==> src/rtl/mc_pkg.sv <==
// mc_pkg: shared encodings for the multicycle control unit.
// Holds state codes, opcode values, ALUOp codes and datapath select codes.
// Latency: n/a (types and constants only). Backpressure: n/a.
package mc_pkg;

  typedef enum logic [3:0] {
    S_FETCH    = 4'h0,
    S_DECODE   = 4'h1,
    S_MEM_ADDR = 4'h2,
    S_MEM_RD   = 4'h3,
    S_MEM_WB   = 4'h4,
    S_MEM_WR   = 4'h5,
    S_R_EXEC   = 4'h6,
    S_R_WB     = 4'h7,
    S_BRANCH   = 4'h8,
    S_JUMP     = 4'h9,
    S_I_EXEC   = 4'hA,
    S_I_WB     = 4'hB,
    S_HALT     = 4'hF
  } state_t;

  // Opcodes (IReg[31:26])
  localparam logic [5:0] OP_RTYPE = 6'h00;
  localparam logic [5:0] OP_J     = 6'h02;
  localparam logic [5:0] OP_BEQ   = 6'h04;
  localparam logic [5:0] OP_BNE   = 6'h05;
  localparam logic [5:0] OP_ADDI  = 6'h08;
  localparam logic [5:0] OP_ANDI  = 6'h0C;
  localparam logic [5:0] OP_ORI   = 6'h0D;
  localparam logic [5:0] OP_LUI   = 6'h0F;
  localparam logic [5:0] OP_LW    = 6'h23;
  localparam logic [5:0] OP_SW    = 6'h2B;
  localparam logic [5:0] OP_HALT  = 6'h3F;

  // ALUOp codes; RTYPE defers to the funct field in the datapath
  localparam logic [3:0] ALU_ADD   = 4'h0;
  localparam logic [3:0] ALU_SUB   = 4'h1;
  localparam logic [3:0] ALU_AND   = 4'h2;
  localparam logic [3:0] ALU_OR    = 4'h3;
  localparam logic [3:0] ALU_RTYPE = 4'hF;

  // PCSource selects
  localparam logic [1:0] PCS_ALU    = 2'b00;
  localparam logic [1:0] PCS_ALUOUT = 2'b01;
  localparam logic [1:0] PCS_JUMP   = 2'b10;

  // ALUSrcB selects
  localparam logic [1:0] SRCB_B       = 2'b00;
  localparam logic [1:0] SRCB_FOUR    = 2'b01;
  localparam logic [1:0] SRCB_IMM     = 2'b10;
  localparam logic [1:0] SRCB_IMM_SH2 = 2'b11;

  // States that own the memory bus and therefore honour mem_ready
  function automatic logic is_mem_state(input state_t s);
    return (s == S_FETCH) || (s == S_MEM_RD) || (s == S_MEM_WR);
  endfunction

endpackage

==> src/rtl/mc_perf_counters.sv <==
// mc_perf_counters: free-running cycle and retired-instruction counters.
// Latency: counts are visible the cycle after the enabling event.
// Backpressure: none; both counters wrap silently modulo 2^CNT_W.
// Ports: clk, reset (async high), cycle_en, retire -> cycle_count, instr_count.
module mc_perf_counters #(
  parameter int CNT_W = 32
) (
  input  logic             clk,
  input  logic             reset,
  input  logic             cycle_en,
  input  logic             retire,
  output logic [CNT_W-1:0] cycle_count,
  output logic [CNT_W-1:0] instr_count
);

  always_ff @(posedge clk or posedge reset) begin
    if (reset) begin
      cycle_count <= '0;
      instr_count <= '0;
    end else begin
      if (cycle_en) cycle_count <= cycle_count + 1'b1;
      if (retire)   instr_count <= instr_count + 1'b1;
    end
  end

endmodule

==> src/rtl/mc_control_fsm.sv <==
// mc_control_fsm: multicycle MIPS-subset control unit with variable-latency memory.
// Latency: zero-wait R/I-type 4, lw 5, sw 4, branch/jump 3 cycles.
// Backpressure: memory states hold until mem_ready; MAX_WAIT misses -> HALT + bus_error.
// Ports: clk, reset, opcode, zero, mem_ready -> datapath controls (Moore, zero
// default), state, halted, sticky bus_error/illegal_op, cycle/instr counters.
module mc_control_fsm
  import mc_pkg::*;
#(
  parameter int CNT_W    = 32,
  parameter int MAX_WAIT = 15,
  parameter int WAIT_W   = 8
) (
  input  logic             clk,
  input  logic             reset,
  input  logic [5:0]       opcode,
  input  logic             zero,
  input  logic             mem_ready,
  output logic             PCWrite,
  output logic             IorD,
  output logic             MemRead,
  output logic             MemWrite,
  output logic             IRWrite,
  output logic             MemtoReg,
  output logic             ALUSrcA,
  output logic             RegWrite,
  output logic             BranchType,
  output logic             LUI,
  output logic [1:0]       PCSource,
  output logic [1:0]       ALUSrcB,
  output logic [3:0]       ALUOp,
  output logic [3:0]       state,
  output logic             halted,
  output logic             bus_error,
  output logic             illegal_op,
  output logic [CNT_W-1:0] cycle_count,
  output logic [CNT_W-1:0] instr_count
);

  state_t            cur_state;
  state_t            nxt_state;
  logic [WAIT_W-1:0] wait_cnt;
  logic [WAIT_W-1:0] wait_nxt;
  logic              wait_last;
  logic              timeout;
  logic              bad_op;
  logic              retire;

  assign state = cur_state;

  // This miss would be the MAX_WAIT-th consecutive one; mem_ready in the
  // same cycle still completes the access.
  assign wait_last = (wait_cnt == WAIT_W'(MAX_WAIT - 1));

  // Counter only runs while a memory state is stalled; any completion,
  // timeout or non-memory state clears it, so every entry starts at zero.
  assign wait_nxt = (is_mem_state(cur_state) && !mem_ready && !timeout)
                    ? wait_cnt + 1'b1 : '0;

  // State register
  always_ff @(posedge clk or posedge reset) begin
    if (reset) begin
      cur_state <= S_FETCH;
      wait_cnt  <= '0;
    end else begin
      cur_state <= nxt_state;
      wait_cnt  <= wait_nxt;
    end
  end

  // Sticky error flags
  always_ff @(posedge clk or posedge reset) begin
    if (reset) begin
      bus_error  <= 1'b0;
      illegal_op <= 1'b0;
    end else begin
      if (timeout) bus_error  <= 1'b1;
      if (bad_op)  illegal_op <= 1'b1;
    end
  end

  // Next-state logic
  always_comb begin
    nxt_state = cur_state;
    timeout   = 1'b0;
    bad_op    = 1'b0;
    retire    = 1'b0;
    unique case (cur_state)
      S_FETCH: begin
        if (mem_ready)      nxt_state = S_DECODE;
        else if (wait_last) timeout   = 1'b1;
      end
      S_DECODE: begin
        unique case (opcode)
          OP_RTYPE:                        nxt_state = S_R_EXEC;
          OP_LW, OP_SW:                    nxt_state = S_MEM_ADDR;
          OP_BEQ, OP_BNE:                  nxt_state = S_BRANCH;
          OP_J:                            nxt_state = S_JUMP;
          OP_ADDI, OP_ANDI, OP_ORI, OP_LUI: nxt_state = S_I_EXEC;
          OP_HALT: begin
            nxt_state = S_HALT;
            retire    = 1'b1;
          end
          default: begin
            nxt_state = S_HALT;
            bad_op    = 1'b1;
          end
        endcase
      end
      S_MEM_ADDR: nxt_state = (opcode == OP_SW) ? S_MEM_WR : S_MEM_RD;
      S_MEM_RD: begin
        if (mem_ready)      nxt_state = S_MEM_WB;
        else if (wait_last) timeout   = 1'b1;
      end
      S_MEM_WR: begin
        if (mem_ready) begin
          nxt_state = S_FETCH;
          retire    = 1'b1;
        end else if (wait_last) begin
          timeout = 1'b1;
        end
      end
      S_MEM_WB, S_R_WB, S_BRANCH, S_JUMP, S_I_WB: begin
        nxt_state = S_FETCH;
        retire    = 1'b1;
      end
      S_R_EXEC: nxt_state = S_R_WB;
      S_I_EXEC: nxt_state = S_I_WB;
      S_HALT:   nxt_state = S_HALT;
      default:  nxt_state = S_FETCH;
    endcase
    if (timeout) nxt_state = S_HALT;
  end

  // Output decode (Moore, except the FETCH ready-qualified writes and the
  // zero-qualified branch PC write)
  always_comb begin
    PCWrite    = 1'b0;
    IorD       = 1'b0;
    MemRead    = 1'b0;
    MemWrite   = 1'b0;
    IRWrite    = 1'b0;
    MemtoReg   = 1'b0;
    ALUSrcA    = 1'b0;
    RegWrite   = 1'b0;
    BranchType = 1'b0;
    LUI        = 1'b0;
    PCSource   = PCS_ALU;
    ALUSrcB    = SRCB_B;
    ALUOp      = ALU_ADD;
    halted     = 1'b0;
    unique case (cur_state)
      S_FETCH: begin
        MemRead = 1'b1;
        ALUSrcB = SRCB_FOUR;
        if (mem_ready) begin
          IRWrite = 1'b1;
          PCWrite = 1'b1;
        end
      end
      S_DECODE: ALUSrcB = SRCB_IMM_SH2;
      S_MEM_ADDR: begin
        ALUSrcA = 1'b1;
        ALUSrcB = SRCB_IMM;
      end
      S_MEM_RD: begin
        IorD    = 1'b1;
        MemRead = 1'b1;
      end
      S_MEM_WB: begin
        RegWrite = 1'b1;
        MemtoReg = 1'b1;
      end
      S_MEM_WR: begin
        IorD     = 1'b1;
        MemWrite = 1'b1;
      end
      S_R_EXEC: begin
        ALUSrcA = 1'b1;
        ALUOp   = ALU_RTYPE;
      end
      S_R_WB: RegWrite = 1'b1;
      S_BRANCH: begin
        // opcode[0] separates bne (taken on !zero) from beq
        ALUSrcA    = 1'b1;
        ALUOp      = ALU_SUB;
        PCSource   = PCS_ALUOUT;
        BranchType = opcode[0];
        PCWrite    = zero ^ opcode[0];
      end
      S_JUMP: begin
        PCSource = PCS_JUMP;
        PCWrite  = 1'b1;
      end
      S_I_EXEC: begin
        ALUSrcA = 1'b1;
        ALUSrcB = SRCB_IMM;
        LUI     = (opcode == OP_LUI);
        if (opcode == OP_ANDI)                         ALUOp = ALU_AND;
        else if (opcode == OP_ORI || opcode == OP_LUI) ALUOp = ALU_OR;
        else                                           ALUOp = ALU_ADD;
      end
      S_I_WB: begin
        RegWrite = 1'b1;
        LUI      = (opcode == OP_LUI);
      end
      S_HALT: halted = 1'b1;
      default: ;
    endcase
  end

  mc_perf_counters #(.CNT_W(CNT_W)) u_perf (
    .clk         (clk),
    .reset       (reset),
    .cycle_en    (cur_state != S_HALT),
    .retire      (retire),
    .cycle_count (cycle_count),
    .instr_count (instr_count)
  );

endmodule

==> config.mk <==
export PLATFORM = sky130hd
export DESIGN_NAME = mc_control_fsm
export DESIGN_NICKNAME = d
export VERILOG_FILES = /design/src/rtl/mc_pkg.sv /design/src/rtl/mc_perf_counters.sv /design/src/rtl/mc_control_fsm.sv
export SDC_FILE = /design/constraint.sdc
export NUM_CORES = 1
export LEC_CHECK = 0
export CORE_ASPECT_RATIO = 1.2
export CORE_UTILIZATION = 45
export DETAILED_ROUTE_END_ITERATION = 7
export PLACE_DENSITY = 0.72
export SYNTH_ARGS = -nofsm -noshare
export SYNTH_HDL_FRONTEND = slang
export SYNTH_HIERARCHICAL = 1
export SYNTH_SLANG_ARGS = --single-unit
==> constraint.sdc <==
create_clock -name clk -period 6.6 [get_ports clk]
set_input_delay 1.32 -clock clk [delete_from_list [all_inputs] [get_ports clk]]
set_output_delay 1.32 -clock clk [all_outputs]
set_load 0.005 [all_outputs]
==> summary.log <==
qor: cells_and_area.antenna_cells 0
qor: routing.routed_wire_length_per_instance 15.2 um
qor: power.power_density_normalized_to_cell_area 281 nW/um^2
qor: clock_tree.cts_inserted_buffers 9
qor: floorplan.die_area 9560 sq um
qor: cells_and_area.num-nets-final 521
qor: synthesis.synth.lib_cells_used.distinct 54
qor: routing.drcViolationCount 0
qor: synthesis.synth.yosys.seq_area_share 0.473
qor: job.max_cap_violations 0
qor: cells_and_area.finished_layout_cells 628
qor: global_route.globalRouteTotalUtil 0.214
qor: floorplan.die_h 107 um
qor: routing.routed_via_count_divided_by_cell_count 5.53
qor: synthesis.syn-instance-count 415
qor: synthesis.yosysTopAreaCell sky130_fd_sc_hd__dfrtp_1
qor: routing.drt_pre_antenna_iters 5
qor: worst_setup_path.timing_worst_setup_path_type in -> reg
qor: clock_tree.worstSkewPairLatency 0.34 ns
qor: cells_and_area.post_route_cells_drive_above_1_share 0.0548
qor: routing.number_of_drc_violations_after_detailed_routing_iteration_0 167
qor: routing.routed_wirelength 9560 um
qor: hold_path.min_delay_path_depth 1
qor: clock_tree.max-clock-path-buffers 2
qor: sta.tightest_slew 1.04 ns
qor: placement.place.detailed.hpwl 6690 um
qor: floorplan.core.rowCount 37
qor: floorplan.fp.coreArea 8750 sq um
qor: sta.finalSetupViolCount 0
qor: synthesis.synth-async-reset-ratio 1.00
qor: clock_tree.cts_repair_resize_count 0
qor: sta.timing.fmax 0.217 GHz
qor: clock_tree.post_cts_hold_buffer_count 0
qor: floorplan.dieWidth 89.4 um
qor: worst_setup_path.endpoint_kind register
qor: placement.numPortBuffers 98
qor: global_route.grt_use_met1 0.283
qor: global_route.antenna_violations_before_repair 0
qor: global_route.grtUsageMet3 0.0423
qor: synthesis.synthesis.area 4130 sq um
qor: status.run_status completed
qor: hold_path.min-delay-path-class reg -> reg
qor: clock_tree.cell_chosen_for_the_clock_root sky130_fd_sc_hd__clkbuf_8
qor: synthesis.yosys_most_used_dff sky130_fd_sc_hd__dfrtp_1
qor: sta.final_max_slew_viol_count 0
qor: worst_setup_path.startpoint_types input port
qor: synthesis.post_synth.cell_area_avg 9.95 sq um
qor: placement.post-place-cells 613
qor: synthesis.yosysMostFrequentCell sky130_fd_sc_hd__dfrtp_1
qor: worst_setup_path.worst-r2r-cell-count 7
qor: synthesis.synth_edf_count 0
qor: synthesis.synth.top_cells.by_area sky130_fd_sc_hd__dfrtp_1 47%, sky130_fd_sc_hd__xnor2_1 9.3%, sky130_fd_sc_hd__xor2_1 5.5%
qor: global_route.grt_pass1_wl 16,100 um
qor: sta.clock-skew-final 0.0170 ns
qor: power.max-vdd-ir-drop 102 uV
qor: floorplan.design.portCount 99
qor: sta.finalWorstPathRequiredPeriod 4.60 ns
qor: worst_setup_path.worst_ep_arrival_time 4.85 ns
qor: synthesis.yosys_register_bits 78
qor: clock_tree.clock_tree_from_tritoncts done
qor: synthesis.area_share_of_the_largest_cell_type_after_synthesis 0.473
qor: sta.layout_worst_path_cycle_share 0.697
qor: cells_and_area.nFillCells 727
qor: global_route.global_route.peak_usage_layer met2
qor: clock_tree.clock-sinks 78
qor: synthesis.number_of_warnings_printed_during_yosys_synthesis 6
qor: worst_setup_path.cp.required 6.85 ns
qor: global_route.grt_start_max_net_pins 65
qor: routing.via_count 3,474
qor: clock_tree.cts_setup_buffers 0
qor: synthesis.synth_commonest_cells 78 x sky130_fd_sc_hd__dfrtp_1, 44 x sky130_fd_sc_hd__xnor2_1, 35 x sky130_fd_sc_hd__nand2_1
qor: routing.detail-route-antenna-nets 0
qor: power.cellLeakagePower 2.26 nW
qor: worst_setup_path.worst-path-max-fanout 13
qor: global_route.use_met2 0.347
qor: global_route.via_count_of_the_first_global_routing_pass 3,335
qor: clock_tree.cts_htree_levels 3
qor: cells_and_area.synthToLayoutAreaGrowth 29.1%
qor: sta.rsz0062_at_grt false
qor: synthesis.mappedNetlistNets 429
qor: global_route.grt_remaining_overflow 0
qor: sta.timing_hold_violations_final 0
qor: floorplan.floorplan.initialDensity 0.472
qor: sta.slew_headroom 0.304
qor: sta.setup_total_negative_slack 0 ns
qor: clock_tree.clk_pin_slew 0.07 ns
qor: placement.finalWeightedCongestion 0.856
[sequential cells by signal, summed over array words and instances (netlist names)]
signal and flops:
u_perf/cycle_count 32, illegal_op 1, wait_cnt 8, u_perf/instr_count 32, state 4, bus_error 1
[placed cells by master (no fill, tap or decap), drive strengths merged, types with 2 or more instances in the layout]
| master | count |
|---|---|
| a2111oi | 2 |
| a211oi | 3 |
| a21oi | 10 |
| and3 | 13 |
| and3b | 2 |
| and4 | 7 |
| buf | 2 |
| clkbuf | 10 |
| clkdlybuf4s50 | 98 |
| clkinvlp | 2 |
| dfrtp | 78 |
| ha | 4 |
| inv | 15 |
| mux2 | 2 |
| nand2 | 36 |
| nand2b | 10 |
| nand3 | 22 |
| nand4 | 31 |
| nor2 | 32 |
| nor2b | 2 |
| nor3 | 18 |
| nor4 | 8 |
| o21a | 2 |
| o21ai | 6 |
| o21bai | 2 |
| o22ai | 2 |
| or4 | 3 |
| xnor2 | 44 |
| xor2 | 26 |
[layout make-up]
cell class / count / area (sq um) / share of cell area
repair buffers: 100 / 996 / 0.187
multi-input cells: 304 / 2000 / 0.375
clock inverters: 5 / 58.8 / 0.0110
inverters: 14 / 52.6 / 0.00986
clock buffers: 10 / 128 / 0.0239
well taps: 117 / 146 / 0.0275
flip-flops and latches: 78 / 1950 / 0.366
[metal layers]
| layer | up-vias | wire length (um) |
|---|---|---|
| li1 | 1650 | - |
| met1 | 1696 | 4210 |
| met2 | 112 | 4690 |
| met3 | 16 | 494 |
| met4 | 0 | 168 |
| met5 | - | 0 |
[through the flow]
| stage | worst slack (ns) | cell area (sq um) | total power [mW] | hold WS, ns | util |
|---|---|---|---|---|---|
| 5_1_grt | 1.73 | 5330 | 1.60 | 0.484 | 0.609 |
| 2_1_floorplan | 2.50 | 4130 | 0.930 | 0.451 | - |
| 4_1_cts | 2.04 | 5330 | 1.51 | 0.473 | 0.609 |
| 6_report | 2.00 | 5330 | 1.50 | 0.472 | 0.609 |
| 3_5_place_dp | 1.67 | 5140 | 1.16 | 0.454 | 0.588 |
| 3_3_place_gp | 1.82 | 5140 | 1.15 | 0.451 | 0.588 |
[kinds of logic (layout without fill, tap and decap cells)]
group,after synthesis,in the layout,synth area share
and+or+nand+nor,191,191,0.256
adders and majority gates,4,4,0.0121
xor gates and xnor gates,70,70,0.149
DFF,78,78,0.473
AOI/OAI and AO/OA,36,36,0.0594
muxes,3,3,0.00788
buffers and inverters,33,129,0.0433
[worst max-delay path: stages]
cell	delay, ns
sky130_fd_sc_hd__clkdlybuf4s50_1	0.71
sky130_fd_sc_hd__nand3_2	0.14
sky130_fd_sc_hd__or3_1	0.36
sky130_fd_sc_hd__a222oi_1	0.86
sky130_fd_sc_hd__nand4_4	0.28
sky130_fd_sc_hd__or4_4	0.66
sky130_fd_sc_hd__nor4_1	0.34
sky130_fd_sc_hd__xor2_1	0.17
[report_power, final]
part / switching (mW) / internal, mW / total, mW / leakage (nW)
Combinational: 0.222 / 0.271 / 0.493 / 1.13
Sequential: 0.128 / 0.533 / 0.661 / 1.04
Clock: 0.171 / 0.174 / 0.344 / 0.0888
Total: 0.521 / 0.977 / 1.50 / 2.26
[final timing paths]
path,endpoint,from,slack [ns]
max in group asynchronous,u_perf/instr_count[20],reset,4.46
min,bus_error,bus_error,0.47
max reg2reg,u_perf/instr_count[20],state[2],2.80
min in group asynchronous,bus_error,reset,1.40
max,u_perf/instr_count[20],opcode[0],2.00
min reg2reg,bus_error,bus_error,0.47
Power figures use the tool's default switching activity.
